### src/rtl/racket_pos_ctl.sv
// Racket position controller: per-frame update of both racket top edges from mouse,
// ball-tracking AI or remote link, with a small IDLE/SINGLE/MULTI mode FSM.
//
// state  | meaning
// IDLE   | both rackets parked at CENTRE, pos_valid still pulses each frame
// SINGLE | p1 from mouse, p2 chases ball at up to AI_STEP lines per frame
// MULTI  | p1 from mouse, p2 from remote link with link-loss timeout
module racket_pos_ctl #(
  parameter int Y_MIN          = 51,
  parameter int Y_MAX          = 717,
  parameter int RACKET_H       = 80,
  parameter int AI_STEP        = 4,
  parameter int TIMEOUT_FRAMES = 64
) (
  input  logic        clk65MHz,
  input  logic        rst,
  input  logic        vblnk,
  input  logic [11:0] mouse_ypos,
  input  logic [9:0]  remote_pos,
  input  logic        remote_valid,
  input  logic        screen_idle,
  input  logic        screen_single,
  input  logic [9:0]  ball_ypos,
  output logic [9:0]  p1_ypos,
  output logic [9:0]  p2_ypos,
  output logic        pos_valid,
  output logic        remote_timeout,
  output logic [1:0]  mode
);

  localparam int TOP_MAX = Y_MAX - RACKET_H;
  localparam int CENTRE  = (Y_MIN + TOP_MAX) / 2;
  localparam int CW      = $clog2(TIMEOUT_FRAMES + 1);

  localparam logic [11:0]   LIM_LO = 12'(Y_MIN);
  localparam logic [11:0]   LIM_HI = 12'(TOP_MAX);
  localparam logic [11:0]   HALF_H = 12'(RACKET_H / 2);
  localparam logic [9:0]    POS_LO = 10'(Y_MIN);
  localparam logic [9:0]    POS_HI = 10'(TOP_MAX);
  localparam logic [9:0]    POS_C  = 10'(CENTRE);
  localparam logic [9:0]    STEP   = 10'(AI_STEP);
  localparam logic [CW-1:0] T_MAX  = CW'(TIMEOUT_FRAMES);

  localparam logic [1:0] IDLE   = 2'b00;
  localparam logic [1:0] SINGLE = 2'b01;
  localparam logic [1:0] MULTI  = 2'b10;

  logic          vblnk_q;
  logic          strobe_armed;
  logic          strobe;
  logic [9:0]    hold;
  logic [CW-1:0] cnt;
  logic [1:0]    mode_next;
  logic [11:0]   ball_w;
  logic [9:0]    ai_target;
  logic [9:0]    ai_diff;
  logic [9:0]    ai_next;
  logic          timeout_hit;

  function automatic logic [9:0] clamp(input logic [11:0] v);
    if (v < LIM_LO)      clamp = POS_LO;
    else if (v > LIM_HI) clamp = POS_HI;
    else                 clamp = v[9:0];
  endfunction

  // vblnk must be seen low after reset before an edge counts, so a release
  // in the middle of a blanking interval does not fire a spurious frame.
  assign strobe = vblnk && !vblnk_q && strobe_armed;

  assign ball_w      = {2'b00, ball_ypos};
  assign timeout_hit = remote_timeout || (cnt == T_MAX - 1'b1);

  always_comb begin
    mode_next = MULTI;
    if (screen_idle)        mode_next = IDLE;
    else if (screen_single) mode_next = SINGLE;
  end

  always_comb begin
    ai_target = POS_LO;
    if (ball_w >= HALF_H) ai_target = clamp(ball_w - HALF_H);
    ai_diff = '0;
    ai_next = p2_ypos;
    if (ai_target > p2_ypos) begin
      ai_diff = ai_target - p2_ypos;
      ai_next = (ai_diff > STEP) ? p2_ypos + STEP : ai_target;
    end else if (ai_target < p2_ypos) begin
      ai_diff = p2_ypos - ai_target;
      ai_next = (ai_diff > STEP) ? p2_ypos - STEP : ai_target;
    end
  end

  always_ff @(posedge clk65MHz) begin
    if (rst) begin
      vblnk_q        <= 1'b0;
      strobe_armed   <= 1'b0;
      pos_valid      <= 1'b0;
      mode           <= IDLE;
      p1_ypos        <= POS_C;
      p2_ypos        <= POS_C;
      hold           <= POS_C;
      cnt            <= '0;
      remote_timeout <= 1'b0;
    end else begin
      vblnk_q   <= vblnk;
      pos_valid <= strobe;
      if (!vblnk) strobe_armed <= 1'b1;
      if (remote_valid && mode == MULTI) hold <= remote_pos;

      if (strobe) begin
        mode <= mode_next;
        if (mode_next != mode) begin
          p1_ypos        <= POS_C;
          p2_ypos        <= POS_C;
          cnt            <= '0;
          remote_timeout <= 1'b0;
        end else begin
          case (mode)
            IDLE: begin
              p1_ypos <= POS_C;
              p2_ypos <= POS_C;
            end
            SINGLE: begin
              p1_ypos <= clamp(mouse_ypos);
              p2_ypos <= ai_next;
            end
            default: begin
              p1_ypos <= clamp(mouse_ypos);
              if (remote_valid) begin
                p2_ypos <= clamp({2'b00, remote_pos});
              end else begin
                if (cnt < T_MAX) cnt <= cnt + 1'b1;
                if (timeout_hit) remote_timeout <= 1'b1;
                else             p2_ypos <= clamp({2'b00, hold});
              end
            end
          endcase
        end
      end

      if (remote_valid) begin
        cnt            <= '0;
        remote_timeout <= 1'b0;
      end
    end
  end

endmodule

### config.mk
export PLATFORM = sky130hd
export DESIGN_NAME = racket_pos_ctl
export DESIGN_NICKNAME = d
export VERILOG_FILES = /design/src/rtl/racket_pos_ctl.sv
export SDC_FILE = /design/constraint.sdc
export NUM_CORES = 1
export LEC_CHECK = 0
export ABC_AREA = 0
export BUFFER_PORTS_ARGS = -buffer_cell sky130_fd_sc_hd__buf_2
export CAP_MARGIN = 0
export CORE_AREA = 5 5 96 98
export DETAILED_ROUTE_END_ITERATION = 10
export DIE_AREA = 0 0 101 103
export GPL_ROUTABILITY_DRIVEN = 0
export PLACE_DENSITY_LB_ADDON = 0.15
export SYNTH_ARGS = -nofsm -noshare
export SYNTH_HDL_FRONTEND = slang
export SYNTH_SLANG_ARGS = --single-unit
### constraint.sdc
create_clock -name clk65MHz -period 8 [get_ports clk65MHz]
set_input_delay 1.2 -clock clk65MHz [delete_from_list [all_inputs] [get_ports clk65MHz]]
set_output_delay 1.2 -clock clk65MHz [all_outputs]
set_load 0.05 [all_outputs]
# Word-level counts from Yosys, hierarchy flattened
# Index checks and enable logic that the tools add are counted.
[totals]
regBits = 43
out_inout_bits = 24
inputBits = 38
[op_classes]
n_addsub = 6
n_reduce_logical = 13
n_eq_ne = 7
magnitude_cmp = 14
muxes = 27
[op_table]
columns = ["cell", "n"]
rows = [
  ["10-bit two-way mux", 18],
  ["12-bit by 10-bit > comparator with 1-bit output, second input constant", 2],
  ["12-bit by 6-bit < comparator with 1-bit output, second input constant", 2],
  ["7-bit two-way mux", 3],
  ["10-bit > comparator, second input constant", 2],
  ["10-bit by 3-bit > comparator with 1-bit output, second input constant", 2],
  ["10-bit by 6-bit < comparator with 1-bit output, second input constant", 2],
  ["10-bit case mux with 2 select lines", 1],
  ["10-bit subtractor", 2],
  ["10-bit by 6-bit subtractor with 11-bit output, second input constant", 1],
  ["10-bit by 3-bit adder with 10-bit output, second input constant", 1],
  ["10-bit by 6-bit greater-or-equal comparator with 1-bit output, second input constant", 1],
  ["10-bit > comparator", 1],
  ["10-bit < comparator", 1],
  ["10-bit by 3-bit subtractor with 10-bit output, second input constant", 1],
  ["3-bit AND reduction", 3],
  ["7-bit by 1-bit adder with 7-bit output, second input constant", 1],
  ["7-bit by 6-bit == test with 1-bit output, second input constant", 1],
  ["7-bit < comparator, second input constant", 1],
  ["5-bit by 2-bit != test with 1-bit output, second input constant", 1],
  ["2-bit two-way mux", 2],
  ["4-bit != test, second input constant", 1],
  ["2-bit nonzero test", 2],
  ["2-bit OR reduction", 2],
  ["other kinds (9)", 13],
]

# Depth between registers and ports, before layout
# Gate-level depths: netlist of run 1.
[logic_depth]
depth_word = 12
mapped_depth = 23

# Worst setup path before layout of run 1
# OpenSTA, ideal clock, no wires.
[synth_path]
path_kind = "input to register"
startpoint = "input ball_ypos[3]"
endpoint = "register p2_ypos[6]"
setup_time_ns = 0.120
path_slack_ns = 2.698
required_time_ns = 7.880
t_arrival_ns = 5.183
stages = 21
path_buffers = 1
cell_sequence = "inv_1 ha_1 and2b_4 nand2b_4 o31ai_1 o311ai_4 and2_1 nand2_1 ha_1 clkbuf_1 nand2_1 nor2_1 o21ai_0 o211ai_1 xor2_1 nor4_2 a21boi_0 and2_1 a41oi_1 a31oi_1 o21ai_1"
[synth_between]
elab_chain_cells = 12
[synth_lines]
columns = ["item", "line", "rtl"]
rows = [
  ["from (decl)", "23", "input logic [9:0] ball_ypos,"],
  ["10-bit by 6-bit subtractor with 11-bit output", "81", "if (ball_w >= HALF_H) ai_target = clamp(ball_w - HALF_H);"],
  ["12-bit by 10-bit > comparator with 1-bit output", "62", "else if (v > LIM_HI) clamp = POS_HI;"],
  ["10-bit two-way mux", "62", ""],
  ["10-bit two-way mux", "61", "if (v < LIM_LO) clamp = POS_LO;"],
  ["10-bit two-way mux (*)", "81", ""],
  ["10-bit subtractor", "88", "ai_diff = p2_ypos - ai_target;"],
  ["10-bit by 3-bit > comparator with 1-bit output", "89", "ai_next = (ai_diff > STEP) ? p2_ypos - STEP : ai_target;"],
  ["10-bit two-way mux", "89", ""],
  ["10-bit two-way mux", "87", "end else if (ai_target < p2_ypos) begin"],
  ["10-bit two-way mux", "84", "if (ai_target > p2_ypos) begin"],
  ["10-bit case mux with 2 select lines", "118", "case (mode)"],
  ["10-bit two-way mux", "112", "if (mode_next != mode) begin"],
  ["to (signal assigned)", "125", "p2_ypos <= ai_next;"],
  ["to (signal assigned)", "130", "p2_ypos <= clamp({2'b00, remote_pos});"],
  ["to (signal assigned)", "134", "else p2_ypos <= clamp({2'b00, hold});"],
  ["to (decl)", "25", "output logic [9:0] p2_ypos,"],
]
# Mark *: on every way between the ends. The rest lies on a longest branch, timed or not. The select of a mux whose other input is x is not followed.
# A chain may end at the register's enable or synchronous reset.

# Worst setup path after layout of run 1
# Same ends and word-level chain as after synthesis.

==> impl_metrics.py, run 1 <==
metrics = {
    "detailed_routing": {
        "drc": 0,
        "wl_per_cell_microns": 16.1,
        "dr.pass1.iters": 5,
        "first_iter_violations": 229,
        "drt-total-wl_mm": 11.3,
        "vias": 4231,
        "ant_nets": 0,
        "via_per_inst": 6.03,
    },
    "setup_path": {
        "worst_path_dominant_cell_family": "simple AND/OR/NAND/NOR gates",
        "reg2reg_slack_ns": 4.13,
        "path_class": "input port to flop",
        "cp_data_required_time_ns": 8.18,
        "cp_slowest_cell": "nor4_2",
        "critPathMaxStageDelay_ns": 0.62,
        "crit_arrival_ns": 6.14,
        "r2r_cells": 13,
        "r2r-start": "p2_ypos[4]$_SDFFE_PP1P_",
        "worst-path-buf-inv": 3,
        "endpoint_kind": "flop",
        "r2r_end": "p2_ypos[6]$_SDFFE_PP1P_",
        "crit_chain": "buf_2 -> inv_1 -> ha_1 -> and2b_4 -> nand2b_4 -> a221o_1 -> o21a_1 -> nand2_1 -> a21o_1 -> inv_1 -> ha_1 -> nand2_1 -> nor2_1 -> o21ai_0 -> o211ai_1 -> xor2_1 -> nor4_2 -> a21boi_0 -> and2_1 -> a41oi_1 -> a31oi_1 -> o21ai_1",
        "path_max_fanout": 9,
        "cp-start-kind": "input port",
    },
    "sta": {
        "grt_setup_unrepaired": "false",
        "period_minus_slack_ns": 5.96,
        "fmax_mhz": 168,
        "setup_violations": 0,
        "timing.final.crit_share_pct": 74.5,
        "finalSetupTns_ns": 0,
        "report.final.slew_viol_count": 0,
        "finalWorstSetupSlack_ns": 2.04,
        "clock-skew-final_ns": 0.00924,
        "hold_violations": 0,
        "relSlewSlack_pct": 39.2,
        "worst_pin_slew_ns": 0.911,
        "whs_ns": 0.451,
    },
    "global_route": {
        "gr-total-overflow": 0,
        "grt_util_all_layers_pct": 21.9,
        "grt_max_degree": 42,
        "grt_pass1_vias": 4039,
        "antenna_found_initial": 0,
        "grt_pass1_wl_mm": 18.9,
    },
    "power_and_ir_drop": {
        "swShare_pct": 35.4,
        "p_leak_uw": 0.00172,
        "p_clk_share_pct": 28.2,
        "power_frac_comb_pct": 34.5,
        "p_int_uw": 380,
        "seqPwrFrac_pct": 37.3,
        "p_switching_uw": 208,
        "vdd_drop_max_uv": 113,
        "p_per_area_mw_per_mm2": 132,
    },
    "clock_network": {
        "cts_sinks": 43,
        "postCtsSetupBuffers": 0,
        "clockBufferDepth": 2,
        "cts-root-buf": "clkbuf_8",
        "cts_buffers": 5,
        "worstSkewPairLatency_ns": 0.30,
        "cts_tree": "built",
        "htreeDepth": 2,
        "clkSlewWorstSetupHoldPaths_ns": 0.08,
        "cts_resized": 0,
        "cts_hold_buf": 0,
    },
    "synth": {
        "syn_area_sq_mm": 0.00400,
        "syn_inst": 547,
        "synth_ff_type": "dfxtp_1",
        "synth_cell_types": 72,
        "ys_seq_elements": 43,
        "syn-mean-instance-area_sq_um": 7.32,
        "ys_async_sr_fraction_pct": 0,
        "synth_edf_count": 0,
        "syn_nets": 607,
        "yosys_warnings": 0,
        "yosysSeqAreaShare_pct": 21.5,
    },
    "flow_run": {
        "cap_violations": 0,
    },
    "floorplan": {
        "io_pins": 62,
        "std_cell_rows": 34,
        "die_y_microns": 103,
        "initial_core_util_pct": 47.7,
        "dieArea_sq_mm": 0.0104,
        "core_sq_mm": 0.00838,
        "die_w_microns": 101,
    },
    "worst_hold_path": {
        "hold_start": "strobe_armed$_SDFFE_PP0N_",
        "min_path_type": "flop to flop",
        "hold_end": "strobe_armed$_SDFFE_PP0N_",
        "min_path_cells": 2,
    },
    "placement": {
        "dp_cells": 695,
        "post_dp_cell_area_sq_mm": 0.00436,
        "port_buffers": 61,
        "pre_cts_ws_ns": 1.85,
        "dp_hpwl_mm": 8.95,
    },
    "layout": {
        "area.growth.synth_to_final_pct": 11.6,
        "drive_gt1_share_pct": 14.8,
        "antennaDiodeCount": 0,
        "instances_no_fill": 702,
        "final_area_sq_mm": 0.00446,
        "final_nets": 654,
    },
    "status": {
        "status": "finished, final reports clean",
    },
}
routing by layer:
| metal | wire (microns) | global-route usage [%] | part of all wire [%] | up-vias |
|---|---|---|---|---|
| li1 | - | - | - | 2098 |
| met1 | 5120 | 27.4 | 45 | 1985 |
| met2 | 5310 | 37.9 | 47 | 126 |
| met3 | 587 | 3.25 | 5.2 | 22 |
| met4 | 310 | 8.38 | 2.7 | 0 |
| met5 | 0 | 0 | 0 | - |
cell usage in the layout, fill, tap and decap left out, drive strengths merged, types with 4 or more instances in the layout:
cell type,instances
xnor2,16
nor2b,9
a221o,4
nand3b,5
nor3,21
nor3b,4
a21oi,43
and2,9
o31a,6
o311ai,4
nor2,45
ha,21
nand2b,12
clkbuf,5
a21o,6
a31oi,6
or3,11
a211o,6
o21a,9
o21ai,37
buf,61
mux2i,7
o31ai,9
nand2,71
dfxtp,43
nor4,8
o21bai,4
nand3,14
xor2,9
nand4,13
a211oi,7
inv,27
worst min-delay path, cell delays in order (launching register included):
cell     delay (ns)
dfxtp_1        0.32
inv_1          0.05
a21oi_1        0.05
power by group through the flow:
| stage | registers [uW] | clock network (uW) | logic [uW] |
|---|---|---|---|
| after floorplan | 228 | 0 | 144 |
| after global placement | 224 | 0 | 195 |
| after detailed placement | 224 | 0 | 198 |
| after CTS | 219 | 170 | 199 |
| after global routing | 220 | 181 | 221 |
| final | 219 | 166 | 203 |
kinds of logic after synthesis:
kind of cell,after synthesis,share of synthesized area (%)
flip-flops,43,21.5
AND/OR/NAND/NOR,230,29.1
buffers and inverters,48,4.63
AO/OA/AOI/OAI,171,30.2
multiplexers,8,2.03
XOR/XNOR,25,5.47
adder cells (fa/ha/maj),22,7.07
state kept, by name, summed over array words and instances (netlist names):
signal / flops
cnt: 7
hold: 10
mode: 2
p1_ypos: 10
p2_ypos: 10
pos_valid: 1
remote_timeout: 1
strobe_armed: 1
vblnk_q: 1
layout make-up:
| class | count | area [sq um] |
|---|---|---|
| fill | 827 | 3920 |
| multi-input combinational | 456 | 2960 |
| sequential | 43 | 861 |
| timing repair buffer | 61 | 305 |
| tap | 108 | 135 |
| inverter | 27 | 101 |
| clock buffer | 5 | 68.8 |
| clock inverter | 2 | 37.5 |
per-stage QoR:
stage / total power [uW] / util, %
final: 588 / 53.3
after floorplan: 372 / -
after detailed placement: 422 / 52.0
after global placement: 419 / 52.0
after CTS: 589 / 53.3
after global routing: 622 / 53.3
cell usage after synthesis, types with 4 or more instances:
library cell  instances  area (sq um)
nand2_1              71           267
nor2_1               44           165
a21oi_1              43           215
dfxtp_1              43           861
inv_1                27           101
o21ai_0              26           130
ha_1                 21           263
nor3_1               21           105
clkbuf_1             18          67.6
xnor2_1              16           140
nand3_1              14          70.1
nand4_1              13          81.3
nand2b_1             11          68.8
or3_1                10          62.6
and2_1                9          56.3
nor2b_1               9          56.3
o21a_1                9          67.6
o21ai_1               9          45.0
xor2_1                9          78.8
o31ai_1               8          60.1
mux2i_1               7          70.1
a21o_1                6          45.0
nor4_1                6          37.5
o31a_1                6          52.6
a211o_1               5          43.8
a211oi_1              5          37.5
a31oi_1               5          31.3
nand3b_1              5          37.5
a221o_1               4          40.0
nor3b_1               4          30.0
how the worst max path moves through the flow:
| stage | from | to | slack, ns | cells past startpoint |
|---|---|---|---|---|
| floorplan | ball_ypos[3] | p2_ypos[6]$_SDFFE_PP1P_ | 2.70 | 21 |
| global placement | ball_ypos[3] | p2_ypos[6]$_SDFFE_PP1P_ | 1.93 | 22 |
| detailed placement | ball_ypos[3] | p2_ypos[6]$_SDFFE_PP1P_ | 1.85 | 22 |
| CTS | ball_ypos[3] | p2_ypos[6]$_SDFFE_PP1P_ | 2.13 | 22 |
| global route | ball_ypos[3] | p2_ypos[6]$_SDFFE_PP1P_ | 1.59 | 21 |
| finish | ball_ypos[3] | p2_ypos[6]$_SDFFE_PP1P_ | 2.04 | 22 |
No activity file was read; power rests on OpenSTA's default activity.
==> inputs of run 2 (changes only) <==
==> constraint.sdc (replaced) <==
create_clock -name clk65MHz -period 4.9 [get_ports clk65MHz]
set_input_delay 0.735 -clock clk65MHz [delete_from_list [all_inputs] [get_ports clk65MHz]]
set_output_delay 0.735 -clock clk65MHz [all_outputs]
set_load 0.05 [all_outputs]
==> run 2 against run 1 <==
  * Via count grew 4.3%
  * Cell area grew 6.3%
  * Total power grew 74%
  * Sequential share of layout area shrank 1.1 points
  * Register-to-register slack lost 2.4 ns
  * Worst hold slack gained 0.0043 ns
  * Die area is the same
  * First-iteration DRC count grew 36%
  * Clock power grew 64%
  * Sequential cell count is the same
  * Combinational power grew 93%
  * Utilization grew 3.3 points
  * Critical endpoint unchanged
  * Largest cell class unchanged
  * Highest routed layer unchanged
==> impl_metrics.py, run 2 (synthesized netlist as in run 1, its figures left out) <==
metrics = {
    "power_and_ir_drop": {
        "vdd_drop_max_uv": 195,
        "power_frac_comb_pct": 38.2,
        "p_per_area_mw_per_mm2": 215,
        "seqPwrFrac_pct": 35.0,
        "p_int_uw": 666,
        "p_leak_uw": 0.00188,
        "swShare_pct": 34.8,
        "p_clk_share_pct": 26.7,
        "p_switching_uw": 355,
    },
    "setup_path": {
        "cp_data_required_time_ns": 5.08,
        "cp_slowest_cell": "ha_2",
        "path_common_cell": "buf_4",
        "endpoint_kind": "flop",
        "crit_chain": "buf_2 -> inv_1 -> ha_2 -> and2b_4 -> o21ai_1 -> o21ai_1 -> o311ai_4 -> and2_4 -> nand2_1 -> ha_2 -> nand2_1 -> nor2_1 -> buf_4 -> nor2_1 -> nand2_1 -> nand3_1 -> a311oi_2 -> buf_4 -> nor4_4 -> buf_4 -> buf_4 -> or3_1 -> a31oi_1 -> o21ai_1",
        "crit_arrival_ns": 4.85,
        "cp-start-kind": "input port",
        "critPathMaxStageDelay_ns": 0.45,
        "path_class": "input port to flop",
        "path_max_fanout": 8,
    },
    "clock_network": {
        "clkSlewWorstSetupHoldPaths_ns": 0.08,
        "cts_hold_buf": 0,
        "cts_buffers": 5,
        "cts_sinks": 43,
        "htreeDepth": 2,
        "cts-root-buf": "clkbuf_8",
        "worstSkewPairLatency_ns": 0.29,
        "cts_tree": "built",
        "clockBufferDepth": 2,
    },
    "global_route": {
        "grt_pass1_wl_mm": 19.7,
        "antenna_found_initial": 0,
        "gr-total-overflow": 0,
        "grt_max_degree": 42,
        "top_usage_layer": "met2",
        "use_met2_pct": 39.9,
        "grt_util_all_layers_pct": 22.9,
        "grt_pass1_vias": 4149,
        "gr-usage-met3_pct": 3.04,
        "use_met1_pct": 29.0,
    },
    "placement": {
        "dp_hpwl_mm": 9.32,
        "dp_cells": 722,
        "port_buffers": 61,
        "post_dp_cell_area_sq_mm": 0.00457,
    },
    "status": {
        "status": "finished, final reports clean",
    },
    "flow_run": {
        "cap_violations": 0,
    },
    "sta": {
        "report.final.slew_viol_count": 0,
        "fmax_mhz": 214,
        "whs_ns": 0.456,
        "relSlewSlack_pct": 47.9,
        "hold_violations": 0,
        "setup_violations": 0,
        "period_minus_slack_ns": 4.66,
        "clock-skew-final_ns": 0.00590,
        "grt_setup_unrepaired": "true",
        "worst_pin_slew_ns": 0.773,
        "timing.final.crit_share_pct": 95.2,
    },
    "detailed_routing": {
        "via_per_inst": 6.03,
        "drt-total-wl_mm": 11.9,
        "first_iter_violations": 312,
        "ant_nets": 0,
        "vias": 4412,
        "dr.pass1.iters": 5,
        "drc": 0,
        "wl_per_cell_microns": 16.2,
    },
    "layout": {
        "final_nets": 684,
        "largestRegisters": "hold: 10 flops, p1_ypos: 10 flops, p2_ypos: 10 flops",
        "final_area_sq_mm": 0.00474,
        "mostFrequentLayoutCells": "68 x nand2_1, 61 x buf_2, 43 x nor2_1, 43 x dfxtp_1, 42 x a21oi_1",
        "final_common_cell": "nand2_1",
        "drive_gt1_share_pct": 21.0,
        "area.growth.synth_to_final_pct": 18.6,
        "instances_no_fill": 732,
        "finish.utilization_pct": 56.6,
        "antennaDiodeCount": 0,
    },
    "floorplan": {
        "die_y_microns": 103,
        "io_pins": 62,
        "dieArea_sq_mm": 0.0104,
        "die_w_microns": 101,
        "std_cell_rows": 34,
        "initial_core_util_pct": 47.7,
        "core_sq_mm": 0.00838,
    },
    "worst_hold_path": {
        "min_path_type": "flop to flop",
    },
}
## run 2: timing repair
action	in CTS	in global routing
endpoints found under the setup margin	0	9
gates resized for setup	0	16
endpoints found under the hold margin	0	0
buffers inserted	0	3
## run 2: layer usage
| layer | share of wire (%) | vias up |
|---|---|---|
| li1 | - | 2153 |
| met1 | 44 | 2078 |
| met2 | 47 | 159 |
| met3 | 6.0 | 22 |
| met4 | 2.9 | 0 |
| met5 | 0 | - |
## run 2: final timing paths
check / to / cells after the start / slack, ns / startpoint
min reg2reg: strobe_armed$_SDFFE_PP0N_ / 2 / 0.46 / strobe_armed$_SDFFE_PP0N_
max: p2_ypos[6]$_SDFFE_PP1P_ / 24 / 0.24 / ball_ypos[4]
max reg2reg: p2_ypos[5]$_SDFFE_PP0P_ / 15 / 1.71 / p2_ypos[8]$_SDFFE_PP1P_
min: strobe_armed$_SDFFE_PP0N_ / 2 / 0.46 / strobe_armed$_SDFFE_PP0N_
## run 2: area by class of cell
type / instances / area (sq um)
Inverter: 27 / 101
Timing Repair Buffer: 91 / 547
Multi-Input combinational cell: 456 / 3000
Fill cell: 820 / 3640
Clock inverter: 1 / 30.0
Clock buffer: 6 / 72.6
Tap cell: 108 / 135
Sequential cell: 43 / 861
## run 2: critical path: cells and delay by family
kind | cells | cell delay [ns]
AOI/OAI and AO/OA | 6 | 1.16
adders and majority gates | 2 | 0.69
buffers and inverters | 6 | 0.84
and+or+nand+nor | 10 | 1.38
## run 2: through the flow
step | total power [uW] | setup WS (ns) | TNS [ns]
finish | 1020 | 0.237 | 0
global route | 1080 | -0.0316 | -0.0316
CTS | 1000 | 0.251 | 0
detailed placement | 735 | -0.0710 | -0.0888
global placement | 730 | 0.0845 | 0
floorplan | 608 | 0.0627 | 0
## run 2: power groups by stage
stage / Clock [uW] / Sequential [uW] / Combinational, uW
after floorplan: 0 / 372 / 236
after global placement: 0 / 366 / 364
after detailed placement: 0 / 366 / 369
after CTS: 274 / 358 / 371
after global routing: 295 / 359 / 428
final: 273 / 358 / 391
